$ cat config.mk
export PLATFORM = sky130hd
export DESIGN_NAME = mmio_bus_ctrl
export DESIGN_NICKNAME = d
export VERILOG_FILES = /design/src/rtl/mmio_pkg.sv /design/src/rtl/mmio_timeout_cnt.sv /design/src/rtl/mmio_bus_ctrl.sv
export SDC_FILE = /design/constraint.sdc
export NUM_CORES = 1
export LEC_CHECK = 0
export BUFFER_PORTS_ARGS = -buffer_cell sky130_fd_sc_hd__buf_2
export CAP_MARGIN = 25
export CORE_UTILIZATION = 40
export CTS_BUF_LIST = sky130_fd_sc_hd__clkbuf_4 sky130_fd_sc_hd__clkbuf_8
export DETAILED_ROUTE_END_ITERATION = 8
export PLACE_DENSITY = 0.7
export SKIP_LAST_GASP = 1
export SYNTH_ARGS = -nofsm -noshare
export SYNTH_HDL_FRONTEND = slang
export SYNTH_SLANG_ARGS = --single-unit
$ cat constraint.sdc
create_clock -name clk -period 4 [get_ports clk]
set_input_delay 0.4 -clock clk [delete_from_list [all_inputs] [get_ports clk]]
set_output_delay 0.4 -clock clk [all_outputs]
set_load 0.05 [all_outputs]
$ cat src/rtl/mmio_pkg.sv
// mmio_pkg: shared types and defaults for the MMIO data-side bus controller.
//   mmio_state_t  : controller FSM states
//   *_DEF         : default memory-map / peripheral geometry
//   idx_width()   : channel index width, $clog2(n) with a floor of 1
package mmio_pkg;

  typedef enum logic [2:0] {
    IDLE,
    MEM,
    MEM_RD,
    PER,
    RESP
  } mmio_state_t;

  localparam int unsigned MMIO_BASE_DEF = 1021;
  localparam int unsigned N_PERIPH_DEF  = 3;
  localparam int unsigned PERIPH_W_DEF  = 16;

  function automatic int unsigned idx_width(input int unsigned n);
    return (n > 1) ? $clog2(n) : 1;
  endfunction

endpackage

$ cat src/rtl/mmio_timeout_cnt.sv
// mmio_timeout_cnt: peripheral acknowledge timeout counter.
// Only instantiated when PERIPH_TIMEOUT_EN is defined.
// Ports:
//   clk, rst_n  : clock, asynchronous active-low reset
//   i_clear     : synchronous clear (held while not waiting on a peripheral)
//   i_enable    : count one waiting cycle
//   o_expired   : count has reached TIMEOUT_CYC-1
module mmio_timeout_cnt #(
  parameter int unsigned TIMEOUT_CYC = 16
) (
  input  logic clk,
  input  logic rst_n,
  input  logic i_clear,
  input  logic i_enable,
  output logic o_expired
);

  localparam int unsigned CNT_W = (TIMEOUT_CYC > 1) ? $clog2(TIMEOUT_CYC) : 1;

  logic [CNT_W-1:0] r_cnt;

  assign o_expired = (r_cnt == CNT_W'(TIMEOUT_CYC - 1));

  always_ff @(posedge clk or negedge rst_n) begin
    if (!rst_n) begin
      r_cnt <= '0;
    end else if (i_clear) begin
      r_cnt <= '0;
    end else if (i_enable && !o_expired) begin
      r_cnt <= r_cnt + 1'b1;
    end
  end

endmodule

$ cat src/rtl/mmio_bus_ctrl.sv
// mmio_bus_ctrl: MEM-stage data bus controller. Routes each CPU data access
// either to the synchronous data RAM (mem0) or to one of N_PERIPH
// memory-mapped peripheral channels at word addresses MMIO_BASE+i, runs a
// req/ack handshake with the peripheral and stalls the pipeline until done.
// Optional feature macro: PERIPH_TIMEOUT_EN (peripheral ack timeout -> d_err).
// Ports:
//   clk, rst_n                 : clock, asynchronous active-low reset
//   d_req/d_rw/daddr_in/ddata_w: CPU request, direction, address, write data
//   ddata_r/d_done/d_err       : response data, completion pulse, error flag
//   d_stall                    : pipeline stall (d_req & ~d_done)
//   mem0_en/rw/addr/dw, mem0_dr: data RAM strobe, controls and read data
//   per_req/per_rw/per_dout    : one-hot peripheral request, direction, data
//   per_din/per_ack            : packed peripheral read data, acknowledges
module mmio_bus_ctrl
  import mmio_pkg::*;
#(
  parameter int unsigned ADDR_W      = 32,
  parameter int unsigned DATA_W      = 32,
  parameter int unsigned PERIPH_W    = PERIPH_W_DEF,
  parameter int unsigned N_PERIPH    = N_PERIPH_DEF,
  parameter int unsigned MMIO_BASE   = MMIO_BASE_DEF,
  parameter int unsigned TIMEOUT_CYC = 16
) (
  input  logic                         clk,
  input  logic                         rst_n,
  input  logic                         d_req,
  input  logic                         d_rw,
  input  logic [ADDR_W-1:0]            daddr_in,
  input  logic [DATA_W-1:0]            ddata_w,
  output logic [DATA_W-1:0]            ddata_r,
  output logic                         d_done,
  output logic                         d_stall,
  output logic                         d_err,
  output logic                         mem0_en,
  output logic                         mem0_rw,
  output logic [ADDR_W-1:0]            mem0_addr,
  output logic [DATA_W-1:0]            mem0_dw,
  input  logic [DATA_W-1:0]            mem0_dr,
  output logic [N_PERIPH-1:0]          per_req,
  output logic                         per_rw,
  output logic [PERIPH_W-1:0]          per_dout,
  input  logic [N_PERIPH*PERIPH_W-1:0] per_din,
  input  logic [N_PERIPH-1:0]          per_ack
);

  localparam int unsigned IDX_W = idx_width(N_PERIPH);

  mmio_state_t        r_state;
  logic               r_rw;
  logic [IDX_W-1:0]   r_idx;

  logic               w_hit;
  logic [IDX_W-1:0]   w_idx;
  logic               w_ack;
  logic               w_expired;
  logic [DATA_W-1:0]  w_per_rdata;

  assign w_hit = (daddr_in >= ADDR_W'(MMIO_BASE)) &&
                 (daddr_in <  ADDR_W'(MMIO_BASE + N_PERIPH));
  assign w_idx = IDX_W'(daddr_in - ADDR_W'(MMIO_BASE));

  // per_req is one-hot on the active channel, so masking with it ignores
  // acknowledges from every other channel.
  assign w_ack = |(per_ack & per_req);

  assign d_stall = d_req & ~d_done;

  always_comb begin
    w_per_rdata = '0;
    for (int unsigned i = 0; i < N_PERIPH; i++) begin
      if (r_idx == IDX_W'(i)) begin
        w_per_rdata = DATA_W'(per_din[i*PERIPH_W +: PERIPH_W]);
      end
    end
  end

`ifdef PERIPH_TIMEOUT_EN
  logic w_tmo_clr;
  logic w_tmo_en;

  assign w_tmo_clr = (r_state != PER);
  assign w_tmo_en  = (r_state == PER) && !w_ack;

  mmio_timeout_cnt #(
    .TIMEOUT_CYC(TIMEOUT_CYC)
  ) u_timeout_cnt (
    .clk      (clk),
    .rst_n    (rst_n),
    .i_clear  (w_tmo_clr),
    .i_enable (w_tmo_en),
    .o_expired(w_expired)
  );
`else
  logic w_unused_timeout;

  assign w_unused_timeout = (TIMEOUT_CYC != 0);
  assign w_expired        = 1'b0;
`endif

  // Outputs are loaded on the transition into the state that drives them,
  // so each strobe is registered and aligned with that state.
  always_ff @(posedge clk or negedge rst_n) begin
    if (!rst_n) begin
      r_state   <= IDLE;
      r_rw      <= 1'b0;
      r_idx     <= '0;
      ddata_r   <= '0;
      d_done    <= 1'b0;
      d_err     <= 1'b0;
      mem0_en   <= 1'b0;
      mem0_rw   <= 1'b0;
      mem0_addr <= '0;
      mem0_dw   <= '0;
      per_req   <= '0;
      per_rw    <= 1'b0;
      per_dout  <= '0;
    end else begin
      case (r_state)
        IDLE: begin
          if (d_req) begin
            r_rw <= d_rw;
            if (w_hit) begin
              r_idx    <= w_idx;
              per_req  <= N_PERIPH'(1) << w_idx;
              per_rw   <= d_rw;
              per_dout <= ddata_w[PERIPH_W-1:0];
              r_state  <= PER;
            end else begin
              mem0_en   <= 1'b1;
              mem0_rw   <= d_rw;
              mem0_addr <= daddr_in;
              mem0_dw   <= ddata_w;
              r_state   <= MEM;
            end
          end
        end
        MEM: begin
          mem0_en   <= 1'b0;
          mem0_rw   <= 1'b0;
          mem0_addr <= '0;
          mem0_dw   <= '0;
          if (r_rw) begin
            d_done  <= 1'b1;
            r_state <= RESP;
          end else begin
            r_state <= MEM_RD;
          end
        end
        MEM_RD: begin
          ddata_r <= mem0_dr;
          d_done  <= 1'b1;
          r_state <= RESP;
        end
        PER: begin
          if (w_ack || w_expired) begin
            per_req  <= '0;
            per_rw   <= 1'b0;
            per_dout <= '0;
            d_done   <= 1'b1;
            r_state  <= RESP;
            // an ack on the timeout cycle takes priority over the error
            if (w_ack) begin
              ddata_r <= r_rw ? '0 : w_per_rdata;
            end else begin
              d_err <= 1'b1;
            end
          end
        end
        RESP: begin
          d_done  <= 1'b0;
          d_err   <= 1'b0;
          ddata_r <= '0;
          r_state <= IDLE;
        end
        default: r_state <= IDLE;
      endcase
    end
  end

endmodule

# [Yosys cells after proc, flatten, opt, wreduce, memory -nomap -nowiden]
# Cells that the tools add are included.
[classes] eq_ne=11 muxes=38 reduce_logical=15 div_mod_pow=0 multipliers=0 bitwise=3 shift=1 magnitude_cmp=2 add_sub_neg=1
[op_table] op="$mux W32" count=6
[op_table] op="$pmux W32 S2" count=2
[op_table] op="$mux W16" count=6
[op_table] op="$pmux W32 S3" count=1
[op_table] op="$ge A32 B10 Y1 const B" count=1
[op_table] op="$lt A32 B11 Y1 const B" count=1
[op_table] op="$pmux W16 S2" count=1
[op_table] op="$mux W3" count=6
[op_table] op="$pmux W3 S4" count=1
[op_table] op="$ne A2 B2 Y1 const B" count=5
[op_table] op="$mux W1" count=9
[op_table] op="$reduce_and A3 Y1" count=3
[op_table] op="$eq A3 B2 Y1 const B" count=2
[op_table] op="$pmux W1 S2" count=3
[op_table] op="$pmux W3 S2" count=1
[op_table] op="$reduce_and A2 Y1" count=3
[op_table] op="$pmux W1 S4" count=1
[op_table] op="$reduce_and A4 Y1" count=1
[op_table] op="$reduce_bool A2 Y1" count=2
[op_table] op="$reduce_bool A4 Y1" count=1
[op_table] op="$and A3 B3 Y3" count=1
[op_table] op="$eq A3 B1 Y1 const B" count=1
[op_table] op="$eq A3 B3 Y1 const B" count=1
[op_table] op="$logic_not A3 Y1" count=1
[op_table] op="11 further kinds" count=11
[totals] memories=0 ram_bits=0 latch_bits=0 romBits=0 elab_cells=83 regBits=125 inputBits=151

# [Logic depth before layout (Yosys ltp)]
[depth] depth_word=7 mapped_depth=9 depth_no_buf=7

# [Least setup slack after synthesis]
# No wires, ideal clock.
[synth_path] path_type="input-to-reg" from="input daddr_in[13]" to="register per_req[0]" setup_slack_ps=1640 t_arrival_ps=2239 n_path_buf=1 path_stages=6 setup_time_ps=121 path_cell_list="or4_1 > or4_4 > nor4_4 > o21ai_1 > buf_2 > a22o_1"
[synth_via] elab_chain_len=4 word_cells_on_any_way=5
[synth_rtl] element="from (decl)" line="mmio_bus_ctrl.sv:28" text="input logic [ADDR_W-1:0] daddr_in,"
[synth_rtl] element="$ge A32 B10 Y1 or $lt A32 B11 Y1 (tied branches)" line="mmio_bus_ctrl.sv:58, mmio_bus_ctrl.sv:59"
[synth_rtl] element="$logic_and A1 B1 Y1 (*)" line="mmio_bus_ctrl.sv:58" text="assign w_hit = (daddr_in >= ADDR_W'(MMIO_BASE)) &&"
[synth_rtl] element="$ne A2 B2 Y1 (no line) (*)"
[synth_rtl] element="$reduce_and A4 Y1 (no line) (*)"
[synth_rtl] element="to (signal assigned)" line="mmio_bus_ctrl.sv:124" text="per_req <= N_PERIPH'(1) << w_idx;"
[synth_rtl] element="to (decl)" line="mmio_bus_ctrl.sv:39" text="output logic [N_PERIPH-1:0] per_req,"
# Mark *: on every way between the ends. The rest lies on a longest branch, timed or not.
# A chain may end at the register's enable or synchronous reset.

# [Worst setup path in the final report]
[layout_path] from="input daddr_in[13]" to="register mem0_dw[0]"
[layout_via] elab_chain_len=4 word_cells_on_any_way=5
[layout_rtl] element="$ge A32 B10 Y1 or $lt A32 B11 Y1 (tied branches)" line="mmio_bus_ctrl.sv:58, mmio_bus_ctrl.sv:59"
[layout_rtl] element="$logic_and A1 B1 Y1 (*)" line="mmio_bus_ctrl.sv:58"
[layout_rtl] element="$ne A2 B2 Y1 (no line) (*)"
[layout_rtl] element="$reduce_and A3 Y1 (no line) (*)"
[layout_rtl] element="to (signal assigned)" line="mmio_bus_ctrl.sv:132" text="mem0_dw <= ddata_w;"
[layout_rtl] element="to (decl)" line="mmio_bus_ctrl.sv:37" text="output logic [DATA_W-1:0] mem0_dw,"
# Marks and branches as above.

==> impl_metrics.yaml <==
run_status:
  status: "finished clean"
synthesis:
  async_flop_share_pct: 100
  synthFlopType: "dfrtp_1"
  synth.distinct_cells: 40
  netlist_instances: 597
  syn_nets: 752
  syn_area_per_cell_um2: 9.74
  synth-seq-cells: 125
  yosys_warnings: 0
  seq_area_frac_synth_pct: 53.8
  synth_edf_count: 0
  syn_area_um2: 5810
critical_path:
  cp-start-kind: "input pin"
  end_kind: "flip-flop"
  path_max_fanout: 38
  path_class: "in -> reg"
  required_ns: 4.28
  worstPathArrival_ns: 2.86
power_and_ir_drop:
  power_frac_seq_pct: 30.5
  ir_drop_mv: 0.452
  netSwitchingPower_w: 0.00354
  p_leak_nw: 4.01
  pwr-share-clk_pct: 18.0
  p_int_w: 0.00334
  power-per-cell-area_nw_per_um2: 892
  combPwrFrac_pct: 51.5
  swShare_pct: 51.4
timing:
  hold_viol_final: 0
  clock_skew_ns: 0.00983
  rsz0062_at_grt: "no"
  worst_slew_pin_slew_ns: 0.966
  finalCritPeriodShare_pct: 64.5
  setup_tns_ns: 0
  drv_slew: 0
  setup_violations: 0
  hold_slack_ns: 0.0732
  fmax_mhz: 387
  period_minus_slack_ns: 2.58
  max_slew_margin_pct: 35.6
clock_network:
  cts_tree: "built"
  clock_latency_ns: 0.43
  cts-root-buf: "clkbuf_8"
  holdBufCountCts: 0
  cts-htree-levels: 4
  cts.sinks: 125
  ctsResizeCount: 0
  clockBufferDepth: 2
  post_cts_buffers: 0
  numCtsBuffers: 17
  path_clk_slew_ns: 0.07
floorplan:
  fp.dieArea_um2: 15000
  core_um2: 14000
  num_rows: 43
  start_util_pct: 41.4
  io_pins: 272
  die_h_um: 123
  die_x_um: 123
final_layout:
  nets: 1004
  diodes: 0
  layout_commonest_cell: "buf_2"
  layout-drive-gt1-share_pct: 37.7
  syn_to_final_growth_pct: 32.7
  mostFrequentLayoutCells: "269 x buf_2, 134 x nand2_1, 124 x dfrtp_1"
  nFillCells: 1321
routing:
  wl_per_cell_um: 16.0
  dr.first_iter.drc_count: 296
  wl_um: 16700
  routed_via_density: 5.26
  drc_errors: 0
  drt_first_pass_iters: 5
  wl_met2_um: 8030
  route.vias.total: 5478
  wl_met1_um: 7150
  antenna_left: 0
  dr_wl_met3_um: 1230
  topRoutingLayerUsed: "met4"
global_route:
  grtUsageTotal_pct: 22.8
  grt.overflow.total: 0
  antenna_found_initial: 0
  grt_max_degree: 74
  grt_pass1_wl_um: 26200
  grt_pass1_vias: 5116
job:
  maxCapViolations: 0
placed_design:
  io_buffer_count: 270
  gp_congestion: 0.752
  dp_hpwl_um: 11700
hold_path:
  hold_class: "in -> async"
synth_stat cells (2+ instances only):
cell / instances / area share (%)
buf_6: 5 / 0.97
o22a_1: 2 / 0.30
mux2i_1: 20 / 3.4
a22o_1: 21 / 3.2
nor2_1: 8 / 0.52
nor2b_1: 4 / 0.43
buf_2: 12 / 1.0
a22oi_1: 78 / 10
clkbuf_1: 30 / 1.9
o21ai_1: 63 / 5.4
or4_1: 2 / 0.26
nand2_1: 134 / 8.7
dfrtp_1: 125 / 54
nand4b_1: 2 / 0.30
a21oi_1: 4 / 0.34
inv_1: 4 / 0.26
o21ai_0: 51 / 4.4
ha_1: 4 / 0.86
buf_4: 2 / 0.26
nor4_1: 3 / 0.32
and2_1: 4 / 0.43
worst paths after layout:
check,from,endpoint,slack (ns),cells after the start
max in group asynchronous,rst_n,mem0_dw[28],3.01,2
worst max register to register,r_state[1],mem0_dw[0],1.46,5
worst min register to register,ddata_r[18],ddata_r[18],0.47,2
min in group clk,mem0_dr[18],ddata_r[18],0.21,3
worst min-delay path,rst_n,ddata_r[19],0.07,1
worst max-delay path,daddr_in[13],mem0_dw[0],1.42,7
metrics by stage:
stage               area [um^2]  worst slack (ns)  cells  power, W  util (%)
finish                     7710              1.42   1042   0.00688      54.9
global route               7710              1.22   1042   0.00734      54.9
CTS                        7710              1.41   1042   0.00696      54.9
detailed placement         7270             0.957   1010   0.00572      51.8
global placement           7270              1.01   1010   0.00565      51.8
floorplan                  5810              1.64    597   0.00476         -
metal layers:
layer / vias to the layer above / global-route usage [%]
met1: 2583 / 29.8
met4: 0 / 8.46
met2: 222 / 36.3
met3: 23 / 5.72
met5: - / 0
li1: 2650 / -
flip-flops by register name (all words and copies together) (netlist names):
| name | flops |
|---|---|
| ddata_r | 32 |
| d_done | 1 |
| mem0_rw | 1 |
| mem0_en | 1 |
| mem0_addr | 32 |
| per_dout | 16 |
| mem0_dw | 32 |
| r_state | 3 |
| per_rw | 1 |
| r_idx | 2 |
| per_req | 3 |
| r_rw | 1 |
layout make-up:
type | count | area [um^2] | area share [%]
clock buffer | 22 | 284 | 3.68
sequential | 125 | 3130 | 40.6
multi-input combinational | 418 | 2450 | 31.7
tap | 180 | 225 | 2.92
clock inverter | 10 | 161 | 2.09
timing repair buffer | 283 | 1450 | 18.8
inverter | 4 | 15.0 | 0.195
power groups by stage:
stage                     sequential (W)  clock (W)  combinational, W
after floorplan                  0.00354          0           0.00122
after global placement           0.00211          0           0.00355
after detailed placement         0.00211          0           0.00361
after CTS                        0.00210    0.00126           0.00359
after global routing             0.00217    0.00132           0.00385
final                            0.00210    0.00124           0.00355
cells by family (layout without fill, tap and decap cells):
kind of cell	after synthesis	count (layout)	synth area share, %
mux	21	21	3.64
flops	125	125	53.8
other cells	1	1	0.0645
fa+ha+maj	4	4	0.861
compound gates	225	225	24.6
simple gates	167	167	12.5
buf+inv	54	319	4.52
worst max-delay path: stages:
cell,delay (ns)
buf_2,0.10
or4_1,0.56
or4_1,0.54
o311a_2,0.63
buf_4,0.35
a22oi_1,0.16
o21ai_0,0.11
Note: power is estimated with default switching activity, not from simulation.
